$ cat src/rtl/regfile_scoreboard.sv
// Register file with write-to-read bypass and a per-register
// pending-write scoreboard for RAW hazard stalls.
module regfile_scoreboard #(
  parameter int DATA_W = 32,
  parameter int ADDR_W = 5,
  parameter int NUM_RD = 2,
  parameter int PEND_W = 2
) (
  input  logic                     clock,
  input  logic                     reset,
  input  logic [NUM_RD*ADDR_W-1:0] rd_addr,
  output logic [NUM_RD*DATA_W-1:0] rd_data,
  output logic [NUM_RD-1:0]        rd_busy,
  input  logic                     iss_en,
  input  logic [ADDR_W-1:0]        iss_addr,
  output logic                     iss_ready,
  input  logic                     wr_en,
  input  logic [ADDR_W-1:0]        wr_addr,
  input  logic [DATA_W-1:0]        wr_data,
  input  logic [ADDR_W-1:0]        dbg_addr,
  output logic [DATA_W-1:0]        dbg_data,
  output logic                     busy_any,
  output logic                     err
);

  localparam int DEPTH = 1 << ADDR_W;
  localparam logic [PEND_W-1:0] CNT_MAX = '1;

  logic [DATA_W-1:0] regs    [DEPTH];
  logic [PEND_W-1:0] cnt     [DEPTH];
  logic [PEND_W-1:0] cnt_nxt [DEPTH];

  logic wr_live;
  logic iss_fire;
  logic iss_err;
  logic wr_err;

  assign wr_live   = wr_en && (wr_addr != '0);
  assign iss_ready = (iss_addr == '0) || (cnt[iss_addr] != CNT_MAX);
  assign iss_fire  = iss_en && iss_ready && (iss_addr != '0);
  assign iss_err   = iss_en && !iss_ready;
  assign wr_err    = wr_live && (cnt[wr_addr] == '0);

  always_comb begin
    for (int a = 0; a < DEPTH; a++) begin
      logic inc;
      logic dec;
      cnt_nxt[a] = cnt[a];
      inc = iss_fire && (iss_addr == ADDR_W'(a));
      dec = wr_live && (wr_addr == ADDR_W'(a)) && (cnt[a] != '0);
      unique case (1'b1)
        inc && !dec: cnt_nxt[a] = cnt[a] + PEND_W'(1);
        dec && !inc: cnt_nxt[a] = cnt[a] - PEND_W'(1);
        default:     cnt_nxt[a] = cnt[a];
      endcase
    end
  end

  always_ff @(posedge clock) begin
    if (!reset) begin
      for (int a = 0; a < DEPTH; a++) begin
        regs[a] <= '0;
        cnt[a]  <= '0;
      end
      err <= 1'b0;
    end else begin
      if (wr_live) regs[wr_addr] <= wr_data;
      for (int a = 1; a < DEPTH; a++) cnt[a] <= cnt_nxt[a];
      if (iss_err || wr_err) err <= 1'b1;
    end
  end

  // A retire of the last pending write clears busy: the bypass supplies the value.
  always_comb begin
    for (int i = 0; i < NUM_RD; i++) begin
      logic [ADDR_W-1:0] a;
      logic              hit;
      a   = rd_addr[i*ADDR_W +: ADDR_W];
      hit = wr_live && (wr_addr == a);
      rd_data[i*DATA_W +: DATA_W] = hit ? wr_data : regs[a];
      rd_busy[i] = (cnt[a] != '0) && !(hit && (cnt[a] == PEND_W'(1)));
    end
  end

  always_comb begin
    busy_any = 1'b0;
    for (int a = 0; a < DEPTH; a++) busy_any = busy_any | (cnt[a] != '0);
  end

  assign dbg_data = regs[dbg_addr];

endmodule

$ cat config.mk
export PLATFORM = sky130hd
export DESIGN_NAME = regfile_scoreboard
export DESIGN_NICKNAME = d
export VERILOG_FILES = /design/src/rtl/regfile_scoreboard.sv
export SDC_FILE = /design/constraint.sdc
export NUM_CORES = 2
export LEC_CHECK = 0
export BUFFER_PORTS_ARGS = -buffer_cell sky130_fd_sc_hd__buf_4
export CORE_ASPECT_RATIO = 0.9
export CORE_MARGIN = 4
export CORE_UTILIZATION = 60
export DETAILED_ROUTE_END_ITERATION = 8
export PLACE_DENSITY_LB_ADDON = 0.05
export SETUP_SLACK_MARGIN = 0.05
export SYNTH_ARGS = -nofsm -noshare
export SYNTH_HDL_FRONTEND = slang
export SYNTH_SLANG_ARGS = --single-unit
$ cat constraint.sdc
create_clock -name clock -period 5.7 [get_ports clock]
set_clock_uncertainty 0.15 [all_clocks]
set_input_delay 0.57 -clock clock [delete_from_list [all_inputs] [get_ports clock]]
set_output_delay 0.57 -clock clock [all_outputs]
set_load 0.01 [all_outputs]
After elaboration in Yosys (flattened, before gate mapping)

Memory sizes are Yosys's and may differ from the RTL's.
Cells that the tools add are included.

Mux-type cells: 72
Bitwise gates (word level): 62
Add/sub/neg operators: 62
Equality and inequality tests: 67
Reductions and logical operators: 272

Operator list:

| cell                  | count |
|---|---|
| $logic_and A1 B1 Y1   | 166 |
| $eq A5 B5 Y1 const B  | 32 |
| $pmux W2 S2           | 31 |
| $mux W32              | 3 |
| $eq A5 B4 Y1 const B  | 16 |
| $reduce_bool A2 Y1    | 34 |
| $logic_not A1 Y1      | 65 |
| $add A2 B1 Y2 const B | 31 |
| $mux W2               | 31 |
| $or A1 B1 Y1          | 62 |
| $sub A2 B1 Y2 const B | 31 |
| $eq A5 B3 Y1 const B  | 8 |
| $reduce_or A32 Y1     | 1 |
| $eq A5 B2 Y1 const B  | 4 |
| $eq A5 B1 Y1 const B  | 2 |
| $eq A5 B5 Y1          | 2 |
| $reduce_bool A5 Y1    | 2 |
| $mux W1               | 6 |
| $logic_not A5 Y1      | 1 |
| $mux W5               | 1 |
| $eq A2 B1 Y1 const B  | 2 |
| $logic_not A2 Y1      | 1 |
| $logic_or A1 B1 Y1    | 2 |
| $ne A2 B2 Y1 const B  | 1 |

Bits in writable memories: 1088
Memories kept: 2
Register bits: 1
Word-level logic and storage cells: 538
Output and inout bits: 101

Memory list:

| memory | depth | width | rd ports | clocked after Yosys merged registers in | write ports | RTL line | source |
|---|---|---|---|---|---|---|---|
| regs   | 32    | 32    | 3        | 0                                       | 32          | 29       | `logic [DATA_W-1:0] regs [DEPTH];` |
| cnt    | 32    | 2     | 36       | 0                                       | 32          | 30       | `logic [PEND_W-1:0] cnt [DEPTH];` |

Longest topological paths before layout

Word-level depth: 32
Mapped depth: 12
Mapped depth without buffers: 10

Worst setup path before layout

Ideal clock, no wire load.

Kind: input to register
Start: input port wr_addr[3]
End: memory regs[16][0] (enable)
Arrival time: 3.772 ns
Required time: 5.084 ns
Slack: 1.312 ns
Stages on the path: 4
Path through: clkbuf_1 or3b_2 clkbuf_1 o21ai_0

RTL lines:

| item        | RTL line | source |
|---|---|---|
| from (decl) | 18       | `input logic [ADDR_W-1:0] wr_addr,` |
| to (decl)   | 29       |  |

Final worst setup path

Start: input port rd_addr[8]
End: output port rd_data[34]

Cells in the longest elaborated chain, start to end: 3

Ends and longest elaborated chain:

| item                                                    | RTL line | source |
|---|---|---|
| from (decl)                                             | 11       | `input logic [NUM_RD*ADDR_W-1:0] rd_addr,` |
| branches (longest 2 deep; another with $mem_v2 Z32 W32) | --       |  |
| $mux W32 (*)                                            | 80       | `rd_data[i*DATA_W +: DATA_W] = hit ? wr_data : regs[a];` |
| to (decl)                                               | 12       | `output logic [NUM_RD*DATA_W-1:0] rd_data,` |

Mark *: on every way between the ends.

==> impl_results.md <==
- Vias in the first global route: 45071
- IO buf count: 161
- Most frequent cell after synthesis: edfxtp_1
- Final Hold Viols: 0
- Area Overhead vs Synth: 10.40%
- Sequential fraction of the synthesis area: 47.07%
- Cell taking the most area after synthesis: edfxtp_1
- Distinct cell type count after synthesis: 55
- Post-placement cell area: 0.07127 mm2
- Antenna-violating nets left: 0
- Worst skew pair latency: 0.72 ns
- Smallest setup slack after layout: 1.521 ns
- Fmax: 239.3 MHz
- Critical path capture point type: primary output
- Synth warn: 0
- Effective utilization at floorplan: 60.77%
- Router iterations before antenna repair: 6
- Minimum clock period: 4.179 ns
- Worst-margin pin slew: 1.413 ns
- WS Path Type: input port to primary output
- HP Class: input port to flip-flop
- Mapped Area: 0.06800 mm2
- RSZ-0062 raised after global routing: no
- Final instance area: 0.07507 mm2
- Max Cap Violations: 0
- Synth area leaders: edfxtp_1 45%, mux4_2 31%, and2_1 9.1%, mux2i_1 2.0%, dfxtp_1 1.9%
- Worst EP arrival: 3.46 ns
- Root buffer cell: clkbuf_16
- Post-synth EDFFs: 1024
- Htree depth: 3
- Post-synth top area share: 45.22%
- Leakage power: 25.06 nW
- Vias per cell: 7.578
- Post-CTS Setup Bufs: 0
- GRT Total Usage: 40.04%
- Power per cell area: 272.2 mW/mm2
- Initial drt markers: 8073
- Mapped Cells: 4480
- DRC: 0
- Sum Neg Setup Slack: 0 ns
- CP Data Required Time: 4.98 ns
- Fin. max-slew vios: 0
- Largest net degree at the start of global routing: 79
- PostCTS Resize Cnt: 0
- Vias: 45713
- Num CTS Buffers: 117
- Routed WL per cell: 39.02 um
- IR drop worst, VDD: 0.2677 mV
- Core area: 0.1119 mm2
- Fin crit share: 73.31%
- Clock transition at path regs: 0.06 ns
- Placed insts: 5805
- Die ar.: 0.1188 mm2
- Nets: 4542
- CTS tree: yes
- Mean area per synthesized cell: 15.18 um2
- Most common library cells after synthesis: 1024 x edfxtp_1, 994 x and2_1, 945 x mux4_2
- Slew Limit Headroom: 5.597%
- Final setup fails: 0
- CTS Sinks: 1087
- Detailed-route wire length: 235400 um
- Die X: 362.9 um
- Status: complete, no violations
- First-pass GRT wire length: 334500 um
- Fin util: 67.09%
- Initial antenna violation count: 17
- Hpwl dp: 138000 um
- Share of cells above drive strength 1: 34.16%
- Crit Path Max Fanout: 25
- Asr flop ratio synth: 0%
- Worst setup SP type: input port
- Filler cell count: 7692
- Io pins: 162
- GRT overflow: 0
- Place WS: 1.514 ns
- Layout Cells excl Fill: 6032
- Reg2Reg Setup Slack: 2.33 ns
- FP Rows: 116
- Post-synthesis register bit count: 1087
- CTS Buffer Depth: 3
- Ys flop type: edfxtp_1
- Die height: 327.4 um
- GP Congestion: 0.9210
[area by class of cell]
class / count / area [um2] / area share (%)
Multi-Input combinational cell: 2924 / 34530 / 46.00
Sequential cell: 1087 / 32010 / 42.64
Clock buffer: 131 / 3023 / 4.027
Timing Repair Buffer: 316 / 2874 / 3.828
Tap cell: 1475 / 1846 / 2.458
Clock inverter: 90 / 758.2 / 1.010
Inverter: 4 / 17.52 / 0.02333
Antenna cell: 5 / 12.51 / 0.01667
[kinds of logic (layout without fill, tap and decap cells)]
kind of cell	Yosys count	count (layout)	share of synthesized area (%)
buffers and inverters	500	541	3.238
AND/OR/NAND/NOR	1343	1343	11.46
XOR/XNOR	72	72	0.9273
multiplexers	1119	1119	33.93
AO/OA/AOI/OAI	327	327	2.800
flip-flops	1087	1087	47.07
adder cells (fa/ha/maj)	31	31	0.5704
other	1	37	0.005514
[power breakdown]
part           switching (mW)  total, mW  leakage (nW)  internal (mW)
combinational            1.74       3.32          13.0           1.58
sequential              0.305       9.46          10.3           9.16
clock                    3.35       7.65          1.82           4.30
total                    5.39       20.4          25.1           15.0
[layout by cell type (no fill, tap or decap), drive strengths merged, types with 8 or more instances in the layout]
cell,n
nand3,10
buf,313
clkinvlp,14
ha,31
clkbuf,133
nand4,9
xnor2,37
o21ai,194
nand2,116
or3,32
mux2,38
a21oi,37
nor3,37
bufinv,11
and2,995
nor2,117
nor2b,8
edfxtp,1024
mux2i,136
mux4,945
a22oi,63
conb,32
dfxtp,63
clkinv,58
xor2,35
inv,11
[layer usage]
metal	global-route usage (%)	share of wire (%)	vias up
li1	-	-	17714
met1	53.13	34	23329
met2	61.05	46	3830
met3	12.24	15	830
met4	19.33	6.1	10
met5	0.7761	0.049	-
[registers in the layout, summed over array words and instances, names as in the netlist]
| signal | cells |
|---|---|
| regs | 1024 |
| err | 1 |
| cnt | 62 |
[critical path, cell delays in order]
cell,delay (ns)
buf_4,0.61
and2_2,1.17
a22oi_1,0.41
o21ai_0,0.17
o21ai_0,0.20
buf_4,0.22
[stage by stage]
step | total power [mW] | hold WS (ns)
2_1_floorplan | 11.64 | 0.3369
3_3_place_gp | 12.83 | 0.3537
3_5_place_dp | 12.88 | 0.3649
4_1_cts | 20.39 | 0.1498
5_1_grt | 20.95 | 0.2050
6_report | 20.43 | 0.1972
[worst paths after layout]
kind | startpoint | end | cells after the start
worst min-delay path | wr_addr[4] | err | 4
worst max-delay path | rd_addr[8] | rd_data[34] | 6
worst max register to register | cnt[31][0] | cnt[17][1] | 9
worst min register to register | err | err | 2
[timing repair]
item | CTS | global route
endpoints found under the setup margin | 0 | 0
hold endpoints to repair | 1 | 0
hold buffers | 1 | 0
(Power assumes the default switching activity.)
